==> src/rtl/ghost_scheduler_pkg.sv <==
// Shared constants and types for the ghost movement scheduler.
package ghost_scheduler_pkg;

  localparam int SCREEN_W = 640;
  localparam int SCREEN_H = 480;
  localparam int TILE     = 20;
  localparam int X_W      = 10;
  localparam int Y_W      = 9;

  typedef enum logic [1:0] {
    DIR_W = 2'd0,
    DIR_S = 2'd1,
    DIR_A = 2'd2,
    DIR_D = 2'd3
  } dir_e;

  typedef enum logic [1:0] {
    ST_IDLE,
    ST_ISSUE,
    ST_WAIT,
    ST_COMMIT
  } state_e;

  typedef struct packed {
    logic [X_W-1:0] x;
    logic [Y_W-1:0] y;
    logic [1:0]     dir;
    logic           hit;
  } mv_rsp_t;

  // Ghosts spawn side by side, one tile apart.
  function automatic logic [X_W-1:0] spawn_x(input int base, input int i);
    return X_W'(base + TILE * i);
  endfunction

endpackage

==> src/rtl/ghost_scheduler_tick_gen.sv <==
// Movement tick divider: one-cycle tick every TICK_DIV enabled clocks.
module tick_gen #(
  parameter int TICK_DIV = 2500000
) (
  input  logic clk,
  input  logic reset,
  input  logic enable,
  input  logic clear,
  output logic tick
);

  localparam int CW = (TICK_DIV > 1) ? $clog2(TICK_DIV) : 1;

  logic [CW-1:0] cnt_q;
  logic          wrap;

  assign wrap = (cnt_q == CW'(TICK_DIV - 1));
  assign tick = enable && wrap && !clear;

  always_ff @(posedge clk or negedge reset) begin
    if (!reset)       cnt_q <= '0;
    else if (clear)   cnt_q <= '0;
    else if (enable)  cnt_q <= wrap ? '0 : cnt_q + 1'b1;
  end

endmodule

==> src/rtl/ghost_scheduler.sv <==
// Time-shares one movement unit across NUM_GHOSTS ghosts, one sweep per tick.
module ghost_scheduler
  import ghost_scheduler_pkg::*;
#(
  parameter int NUM_GHOSTS = 4,
  parameter int TICK_DIV   = 2500000,
  parameter int TIMEOUT    = 15,
  parameter int SPAWN_X    = 300,
  parameter int SPAWN_Y    = 220,
  localparam int IDX_W     = (NUM_GHOSTS > 1) ? $clog2(NUM_GHOSTS) : 1
) (
  input  logic                        clk,
  input  logic                        reset,
  input  logic                        enable,
  input  logic                        restart,
  output logic                        mv_req,
  output logic [IDX_W-1:0]            mv_idx,
  output logic [X_W-1:0]              mv_prev_x,
  output logic [Y_W-1:0]              mv_prev_y,
  input  logic                        mv_valid,
  input  logic [X_W-1:0]              mv_x,
  input  logic [Y_W-1:0]              mv_y,
  input  logic [1:0]                  mv_dir,
  input  logic                        mv_hit,
  output logic [NUM_GHOSTS*X_W-1:0]   ghost_x,
  output logic [NUM_GHOSTS*Y_W-1:0]   ghost_y,
  output logic [NUM_GHOSTS*2-1:0]     ghost_dir,
  output logic                        game_over,
  output logic                        frame_done,
  output logic                        overrun,
  output logic                        timeout_err
);

  localparam int TW = $clog2(TIMEOUT + 1);

  typedef logic [NUM_GHOSTS-1:0][X_W-1:0] xs_t;

  function automatic xs_t spawn_xs();
    xs_t v;
    for (int i = 0; i < NUM_GHOSTS; i++) v[i] = spawn_x(SPAWN_X, i);
    return v;
  endfunction

  localparam xs_t SPAWN_XS = spawn_xs();

  state_e                             state_q;
  logic [IDX_W-1:0]                   idx_q, nxt_idx;
  logic [TW-1:0]                      wait_q;
  mv_rsp_t                            rsp_q;
  logic [NUM_GHOSTS-1:0][X_W-1:0]     gx_q;
  logic [NUM_GHOSTS-1:0][Y_W-1:0]     gy_q;
  logic [NUM_GHOSTS-1:0][1:0]         gd_q;
  logic                               mv_req_q, frame_done_q;
  logic                               game_over_q, overrun_q, timeout_err_q;
  logic [X_W-1:0]                     prev_x_q;
  logic [Y_W-1:0]                     prev_y_q;
  logic                               tick;

  tick_gen #(.TICK_DIV(TICK_DIV)) u_tick (
    .clk    (clk),
    .reset  (reset),
    .enable (enable),
    .clear  (restart),
    .tick   (tick)
  );

  assign nxt_idx = idx_q + 1'b1;

  always_ff @(posedge clk or negedge reset) begin
    if (!reset) begin
      state_q       <= ST_IDLE;
      idx_q         <= '0;
      wait_q        <= '0;
      rsp_q         <= '0;
      gx_q          <= SPAWN_XS;
      gy_q          <= {NUM_GHOSTS{Y_W'(SPAWN_Y)}};
      gd_q          <= '0;
      mv_req_q      <= 1'b0;
      frame_done_q  <= 1'b0;
      game_over_q   <= 1'b0;
      overrun_q     <= 1'b0;
      timeout_err_q <= 1'b0;
      prev_x_q      <= SPAWN_XS[0];
      prev_y_q      <= Y_W'(SPAWN_Y);
    end else if (restart) begin
      // Dropping back to IDLE is what discards any result still in flight.
      state_q       <= ST_IDLE;
      idx_q         <= '0;
      wait_q        <= '0;
      rsp_q         <= '0;
      gx_q          <= SPAWN_XS;
      gy_q          <= {NUM_GHOSTS{Y_W'(SPAWN_Y)}};
      gd_q          <= '0;
      mv_req_q      <= 1'b0;
      frame_done_q  <= 1'b0;
      game_over_q   <= 1'b0;
      overrun_q     <= 1'b0;
      timeout_err_q <= 1'b0;
      prev_x_q      <= SPAWN_XS[0];
      prev_y_q      <= Y_W'(SPAWN_Y);
    end else begin
      mv_req_q     <= 1'b0;
      frame_done_q <= 1'b0;
      if (tick && state_q != ST_IDLE) overrun_q <= 1'b1;
      case (state_q)
        ST_IDLE: begin
          if (tick && !game_over_q) begin
            state_q  <= ST_ISSUE;
            idx_q    <= '0;
            mv_req_q <= 1'b1;
            prev_x_q <= gx_q[0];
            prev_y_q <= gy_q[0];
          end
        end
        ST_ISSUE: begin
          state_q <= ST_WAIT;
          wait_q  <= '0;
        end
        ST_WAIT: begin
          // A response landing on the expiry cycle still wins.
          if (mv_valid) begin
            rsp_q   <= '{x: mv_x, y: mv_y, dir: mv_dir, hit: mv_hit};
            state_q <= ST_COMMIT;
          end else if (wait_q == TW'(TIMEOUT - 1)) begin
            rsp_q         <= '{x: gx_q[idx_q], y: gy_q[idx_q], dir: gd_q[idx_q], hit: 1'b0};
            timeout_err_q <= 1'b1;
            state_q       <= ST_COMMIT;
          end else begin
            wait_q <= wait_q + 1'b1;
          end
        end
        ST_COMMIT: begin
          gx_q[idx_q] <= rsp_q.x;
          gy_q[idx_q] <= rsp_q.y;
          gd_q[idx_q] <= rsp_q.dir;
          if (rsp_q.hit) game_over_q <= 1'b1;
          if (idx_q == IDX_W'(NUM_GHOSTS - 1)) begin
            frame_done_q <= 1'b1;
            state_q      <= ST_IDLE;
          end else begin
            idx_q    <= nxt_idx;
            mv_req_q <= 1'b1;
            prev_x_q <= gx_q[nxt_idx];
            prev_y_q <= gy_q[nxt_idx];
            state_q  <= ST_ISSUE;
          end
        end
        default: state_q <= ST_IDLE;
      endcase
    end
  end

  assign mv_req      = mv_req_q;
  assign mv_idx      = idx_q;
  assign mv_prev_x   = prev_x_q;
  assign mv_prev_y   = prev_y_q;
  assign ghost_x     = gx_q;
  assign ghost_y     = gy_q;
  assign ghost_dir   = gd_q;
  assign game_over   = game_over_q;
  assign frame_done  = frame_done_q;
  assign overrun     = overrun_q;
  assign timeout_err = timeout_err_q;

endmodule
==> config.mk <==
export PLATFORM = sky130hd
export DESIGN_NAME = ghost_scheduler
export DESIGN_NICKNAME = d
export VERILOG_FILES = /design/src/rtl/ghost_scheduler_pkg.sv /design/src/rtl/ghost_scheduler_tick_gen.sv /design/src/rtl/ghost_scheduler.sv
export SDC_FILE = /design/constraint.sdc
export NUM_CORES = 1
export LEC_CHECK = 0
export CORE_UTILIZATION = 30
export CTS_CLUSTER_SIZE = 8
export DETAILED_ROUTE_END_ITERATION = 10
export PLACE_DENSITY = 0.6
export REMOVE_ABC_BUFFERS = 1
export SYNTH_ARGS = -nofsm -noshare
export SYNTH_HDL_FRONTEND = slang
export SYNTH_SLANG_ARGS = --single-unit
==> constraint.sdc <==
create_clock -name clk -period 2.7 [get_ports clk]
set_input_delay 0.54 -clock clk [delete_from_list [all_inputs] [get_ports clk]]
set_output_delay 0.54 -clock clk [all_outputs]
set_load 0.005 [all_outputs]
==> flow_summary.yaml, run 1 <==
status:
  status: "finished, final reports clean"
synthesis:
  ys_ff_latch: 160
  synth_cells: 793
  synth_top_area_share: 0.355
  ys_seq_area_frac: 0.492
  yosys_warnings: 0
  yosys-top-cells-area: "dfrtp_1 (36%), dfstp_2 (14%), mux4_2 (9.6%)"
  async_reset_ff_frac: 1.00
  synth_edf_count: 0
  syn-cell-area_sq_um: 8240
  synth_largest_area_cell: "dfrtp_1"
  ys_types: 57
  synth_ff_type: "dfrtp_1"
  avgSynthCellArea_sq_um: 10.4
floorplanning:
  initial_core_util: 0.306
  die_area_sq_um: 28100
  die_w_um: 168
  die_y_um: 168
  ios: 137
  std_cell_rows: 60
  design.core.area_sq_um: 27000
final_layout:
  final_util: 0.398
  antennaDiodeCount: 0
  drive_gt1_frac: 0.187
  fin_area_sq_um: 10700
  nets: 974
  syn2layout_area_growth_pct: 30.2
cts:
  numCtsBuffers: 17
  cts_root_buf: "clkbuf_16"
  clock-sinks: 160
  cts_tree: "done"
  h-tree-depth: 4
  cts-resized-gates: 0
  cts_setup_buffers: 0
  clk_pin_slew_ns: 0.08
  clk_latency_ns: 0.44
  clk_path_buf_depth: 2
  cts_hold_buf: 0
placed_design:
  place_hpwl_mm: 17.8
  postPlaceCellArea_sq_um: 10100
  place.port_buffers: 136
  place_congestion: 0.874
timing:
  finClkSkew_ns: 0.0161
  post-route-period-util: 0.885
  slew_headroom: 0.508
  finalHoldViolCount: 0
  rsz0062_at_grt: "false"
  setup_violations: 0
  fmax_mhz: 418
  min_period_ns: 2.39
  slew_viol_final: 0
  worst_slew_pin_slew_ns: 0.731
  hold_ws_ns: 0.0949
setup_path:
  crit_type: "flip-flop to primary output"
  end_kind: "primary output"
  worst_ep_arrival_time_ns: 1.85
  required_ns: 2.16
  path_max_fanout: 10
  crit_path_start_kind: "flip-flop"
drt:
  drtPass1Iterations: 6
  via_count: 6820
  viasPerCell: 5.29
  wl_mm: 25.7
  drt_iter0_drc: 478
  wl_per_cell_um: 19.9
  drc: 0
  antenna_left: 0
power:
  p_leak_uw: 0.00425
  ir_drop_mv: 0.430
  power.density_nw_per_um2: 475
grt:
  grt_pass1_wl_mm: 40.5
  grt_pass1_vias: 6754
  grt_usage: 0.189
  grt_max_degree: 64
  antenna_found_initial: 0
  grt-ovfl-total: 0
run:
  maxCapViolations: 0
min_path:
  min_path_type: "input pin to asynchronous set/reset pin"
[per-layer routing]
layer,track usage,share of wire
met1,0.258,0.45
met2,0.299,0.47
met3,0.0369,0.055
met4,0.0674,0.023
met5,0,0
[cells in the mapped netlist (6+ instances only)]
master and number:
buf_2 6, mux2i_1 40, nor2_1 37, nand3_1 39, dfstp_2 43, nand2_1 178
inv_1 9, a311oi_1 7, o21ai_0 27, a21oi_1 64, nor3_1 7, a22o_1 11
clkbuf_1 34, a31oi_1 12, dfrtp_1 117, xor2_1 13, ha_1 12, nand4_1 9
a221oi_1 6, o22a_1 9, buf_1 11, mux4_2 35
[kinds of logic after synthesis]
kind of cell,count (synthesis),share of synthesized area
muxes,76,0.146
and+or+nand+nor,306,0.169
AOI/OAI and AO/OA,163,0.129
xor gates and xnor gates,14,0.0149
DFF,160,0.492
buffers and inverters,62,0.0310
adders and majority gates,12,0.0182
[area by class of cell]
| type | instances | area (sq um) |
|---|---|---|
| Fill cell | 2639 | 16200 |
| Clock inverter | 14 | 169 |
| Multi-Input combinational cell | 571 | 3930 |
| Sequential cell | 160 | 4060 |
| Inverter | 9 | 33.8 |
| Timing Repair Buffer | 176 | 1680 |
| Tap cell | 341 | 427 |
| Clock buffer | 18 | 429 |
[worst max-delay path, stage by stage (launching register included)]
cell	delay [ns]
dfrtp_2	0.57
buf_4	0.30
clkdlybuf4s50_1	0.54
[where the power goes]
| group | leakage [uW] | switching (uW) | internal (uW) |
|---|---|---|---|
| clock network | 0.000291 | 1130 | 1320 |
| registers | 0.00208 | 10.3 | 2410 |
| logic | 0.00188 | 144 | 82.0 |
| total | 0.00425 | 1280 | 3810 |
[stage by stage]
step / setup WS [ns] / TNS (ns) / total power [uW] / std cells
finish: 0.310 / 0 / 5100 / 1289
global route: 0.126 / 0 / 5280 / 1289
CTS: 0.282 / 0 / 5150 / 1289
detailed placement: 0.185 / 0 / 2690 / 1257
global placement: 0.302 / 0 / 2690 / 1257
floorplan: -0.815 / -24.45 / 2510 / 740
[flip-flops by register name, indices dropped and copies added (netlist names), 4 cells and up]
name / count
u_tick.cnt_q: 22
mv_prev_x: 10
ghost_dir: 8
ghost_y: 36
wait_q: 4
ghost_x: 40
rsp_q: 22
mv_prev_y: 9
[cells in the final DEF, fill, tap and decap left out, drive strengths merged, types with 5 or more instances in the layout]
cell type	synthesis	layout
nand2	178	178
nand4	10	10
ha	12	12
a311oi	7	7
nand3	39	39
a21oi	69	69
xor2	13	13
mux2i	40	40
a31oi	12	12
and3	7	7
a221oi	6	6
mux4	35	35
o211ai	5	5
nor4	5	5
clkinv	0	6
o21ai	29	29
clkbuf	34	18
inv	9	16
dfrtp	117	117
nand2b	5	5
o22a	9	9
nor2	37	37
dfstp	43	43
clkdlybuf4s50	0	133
nor3	7	7
a22o	11	11
and2	5	5
buf	19	43
[final timing paths]
check	depth (start not counted)	slack [ns]	startpoint	endpoint
max in group asynchronous	2	1.82	reset	ghost_x[24]$_DFFE_PN1P_
hold reg to reg	2	0.48	rsp_q[0]$_DFFE_PN0P_	rsp_q[0]$_DFFE_PN0P_
min in group clk	2	0.48	rsp_q[0]$_DFFE_PN0P_	rsp_q[0]$_DFFE_PN0P_
setup reg to reg	7	0.37	u_tick.cnt_q[0]$_DFFE_PN0P_	mv_prev_y[5]$_DFFE_PN0P_
hold / removal	1	0.09	reset	rsp_q[11]$_DFFE_PN0P_
setup / recovery	2	0.31	mv_idx[1]$_DFFE_PN0P_	mv_idx[1]
Note: power is estimated with default switching activity, not from simulation.
==> inputs of run 2 (changes only) <==
--- a/config.mk
+++ b/config.mk
@@ -10,6 +10,7 @@
 export DETAILED_ROUTE_END_ITERATION = 10
 export PLACE_DENSITY = 0.6
 export REMOVE_ABC_BUFFERS = 1
+export SKIP_CTS_REPAIR_TIMING = 1
 export SYNTH_ARGS = -nofsm -noshare
 export SYNTH_HDL_FRONTEND = slang
 export SYNTH_SLANG_ARGS = --single-unit
==> results of run 2 <==
Final layout, timing and power as in run 1 (identical DEF).
==> inputs of run 3 (changes only) <==
--- a/config.mk
+++ b/config.mk
@@ -5,6 +5,7 @@
 export SDC_FILE = /design/constraint.sdc
 export NUM_CORES = 1
 export LEC_CHECK = 0
+export ABC_AREA = 1
 export CORE_UTILIZATION = 30
 export CTS_CLUSTER_SIZE = 8
 export DETAILED_ROUTE_END_ITERATION = 10
==> run 3 against run 2 <==
  * Clock skew is 0.0041 ns lower
  * Synthesized area is 2.4% higher
  * Critical endpoint unchanged
  * Power is 50% higher
==> flow_summary.yaml, run 3 <==
power:
  p_int_uw: 4960
  power.density_nw_per_um2: 700
  p_comb_frac: 0.262
  clockPowerShare: 0.319
  swShare: 0.349
  ir_drop_mv: 0.423
  p_leak_uw: 0.00460
  p_sw_uw: 2660
  seq_power_share: 0.419
cts:
  clock-sinks: 160
  h-tree-depth: 4
  numCtsBuffers: 17
  clk_latency_ns: 0.44
  clk_path_buf_depth: 2
  cts_tree: "done"
  clk_pin_slew_ns: 0.07
  cts_root_buf: "clkbuf_16"
floorplanning:
  std_cell_rows: 61
  die_w_um: 170
  initial_core_util: 0.305
  die_y_um: 170
  design.core.area_sq_um: 27700
  ios: 137
  die_area_sq_um: 28800
synthesis:
  yosys-top-cells-area: "dfrtp_1 (35%), dfstp_2 (13%), nand2_1 (10%)"
  yosys_warnings: 0
  synth_most_common_cell: "nand2_1"
  synth_cells: 1073
  ys_seq_area_frac: 0.481
  ys_types: 38
  synth_edf_count: 0
  synth_largest_area_cell: "dfrtp_1"
  synth_top_area_share: 0.347
  syn-cell-area_sq_um: 8440
  async_reset_ff_frac: 1.00
  synth_ff_type: "dfrtp_1"
  avgSynthCellArea_sq_um: 7.86
  synth_commonest_cells: "nand2_1 (229), nor2_1 (131), dfrtp_1 (117)"
  ys_ff_latch: 160
grt:
  antenna_found_initial: 1
  grt_pass1_vias: 7493
  grt_pass1_wl_mm: 43.8
  grt-ovfl-total: 0
  grt_usage: 0.200
  grt_max_degree: 49
placed_design:
  place_congestion: 0.845
  post-place-ws_ns: 0.180
  place.port_buffers: 136
  place_hpwl_mm: 19.0
timing:
  finClkSkew_ns: 0.0120
  finalHoldViolCount: 0
  worst_slew_pin_slew_ns: 0.599
  fmax_mhz: 421
  setup_ws_ns: 0.326
  setup_violations: 0
  post-route-period-util: 0.879
  slew_viol_final: 0
  min_period_ns: 2.37
  rsz0062_at_grt: "false"
  hold_ws_ns: 0.0472
  slew_headroom: 0.600
setup_path:
  reg2reg_depth: 9
  rrSetupSlack_ns: 0.49
  crit_type: "flip-flop to primary output"
  crit_path_start_kind: "flip-flop"
  r2r_end: "mv_prev_x[6]$_DFFE_PN0P_"
  end_kind: "primary output"
  r2r-start: "mv_idx[1]$_DFFE_PN0P_"
  path_max_fanout: 10
  required_ns: 2.16
  worst_ep_arrival_time_ns: 1.83
drt:
  drt_iter0_drc: 620
  antenna_left: 0
  drc: 0
  wl_mm: 28.0
  drtPass1Iterations: 5
  viasPerCell: 4.99
  via_count: 7952
  wl_per_cell_um: 17.6
final_layout:
  final_cell_mix: "nand2_1 (229), clkdlybuf4s50_1 (135), nor2_1 (130)"
  syn2layout_area_growth_pct: 29.1
  antennaDiodeCount: 0
  largest_reg_flops: 40
  nets: 1240
  final_common_cell: "nand2_1"
  drive_gt1_frac: 0.119
  fill_cells: 2834
min_path:
  min_path_type: "input pin to asynchronous set/reset pin"
status:
  status: "finished, final reports clean"
run:
  maxCapViolations: 0
run 3: cell count changes after synthesis, sizes merged, moves of 9 or more:
cell,previous run,this run
nor2,37,137
mux2i,40,0
nand2,178,244
o21ai,29,103
clkbuf,34,22
nand3,39,77
mux4,35,0
o22ai,0,30
buf,19,38
o22a,9,0
a31oi,12,23
inv,9,85
a21oi,69,96
run 3: worst max-delay path by stage:
stage | cells past startpoint | to | startpoint | slack (ns)
after floorplan | 8 | mv_prev_x[6]$_DFFE_PN0P_ | mv_idx[0]$_DFFE_PN0P_ | -1.58
after global placement | 8 | mv_prev_x[9]$_DFFE_PN0P_ | restart | 0.21
after detailed placement | 8 | mv_prev_y[1]$_DFFE_PN0P_ | restart | 0.18
after CTS | 2 | mv_idx[1] | mv_idx[1]$_DFFE_PN0P_ | 0.34
after global routing | 2 | mv_idx[1] | mv_idx[1]$_DFFE_PN0P_ | 0.28
final | 2 | mv_idx[1] | mv_idx[1]$_DFFE_PN0P_ | 0.33
run 3: worst max-delay path: stages, from the launching register on:
cell and delay, ns:
dfrtp_1 0.60, buf_4 0.27, clkdlybuf4s50_1 0.52
run 3: stage by stage:
stage | setup TNS (ns) | std cells | cell area [sq um] | utilization | power, uW
6_report | 0 | 1592 | 10900 | 0.393 | 7630
5_1_grt | 0 | 1592 | 10900 | 0.393 | 8060
4_1_cts | 0 | 1592 | 10900 | 0.393 | 7680
3_5_place_dp | 0 | 1560 | 10300 | 0.372 | 5240
3_3_place_gp | 0 | 1560 | 10300 | 0.372 | 5210
2_1_floorplan | -93.35 | 1013 | 8140 | - | 4190
run 3: kinds of logic after synthesis:
group,synth area share
fa+ha+maj,0.0178
compound gates,0.185
xor+xnor,0.00727
simple gates,0.236
flops,0.481
buf+inv,0.0731
run 3: cell type report:
class	count	area, sq um	area share
Sequential cell	160	4060	0.373
Multi-Input combinational cell	768	3760	0.346
Timing Repair Buffer	169	1700	0.156
Tap cell	378	473	0.0434
Clock buffer	17	425	0.0390
Inverter	85	319	0.0293
Clock inverter	15	156	0.0144
run 3: power groups by stage:
| stage | sequential [uW] | combinational [uW] | clock (uW) |
|---|---|---|---|
| 2_1_floorplan | 3190 | 1000 | 0 |
| 3_3_place_gp | 3240 | 1970 | 0 |
| 3_5_place_dp | 3240 | 2000 | 0 |
| 4_1_cts | 3190 | 2010 | 2470 |
| 5_1_grt | 3250 | 2230 | 2580 |
| 6_report | 3190 | 2000 | 2440 |
run 3: routing by layer:
metal  vias to the layer above  track usage  share of wire
li1                       3842            -              -
met1                      3805        0.276           0.45
met2                       282        0.322           0.47
met3                        23       0.0375          0.067
met4                         0       0.0494          0.011
met5                         -            0              0
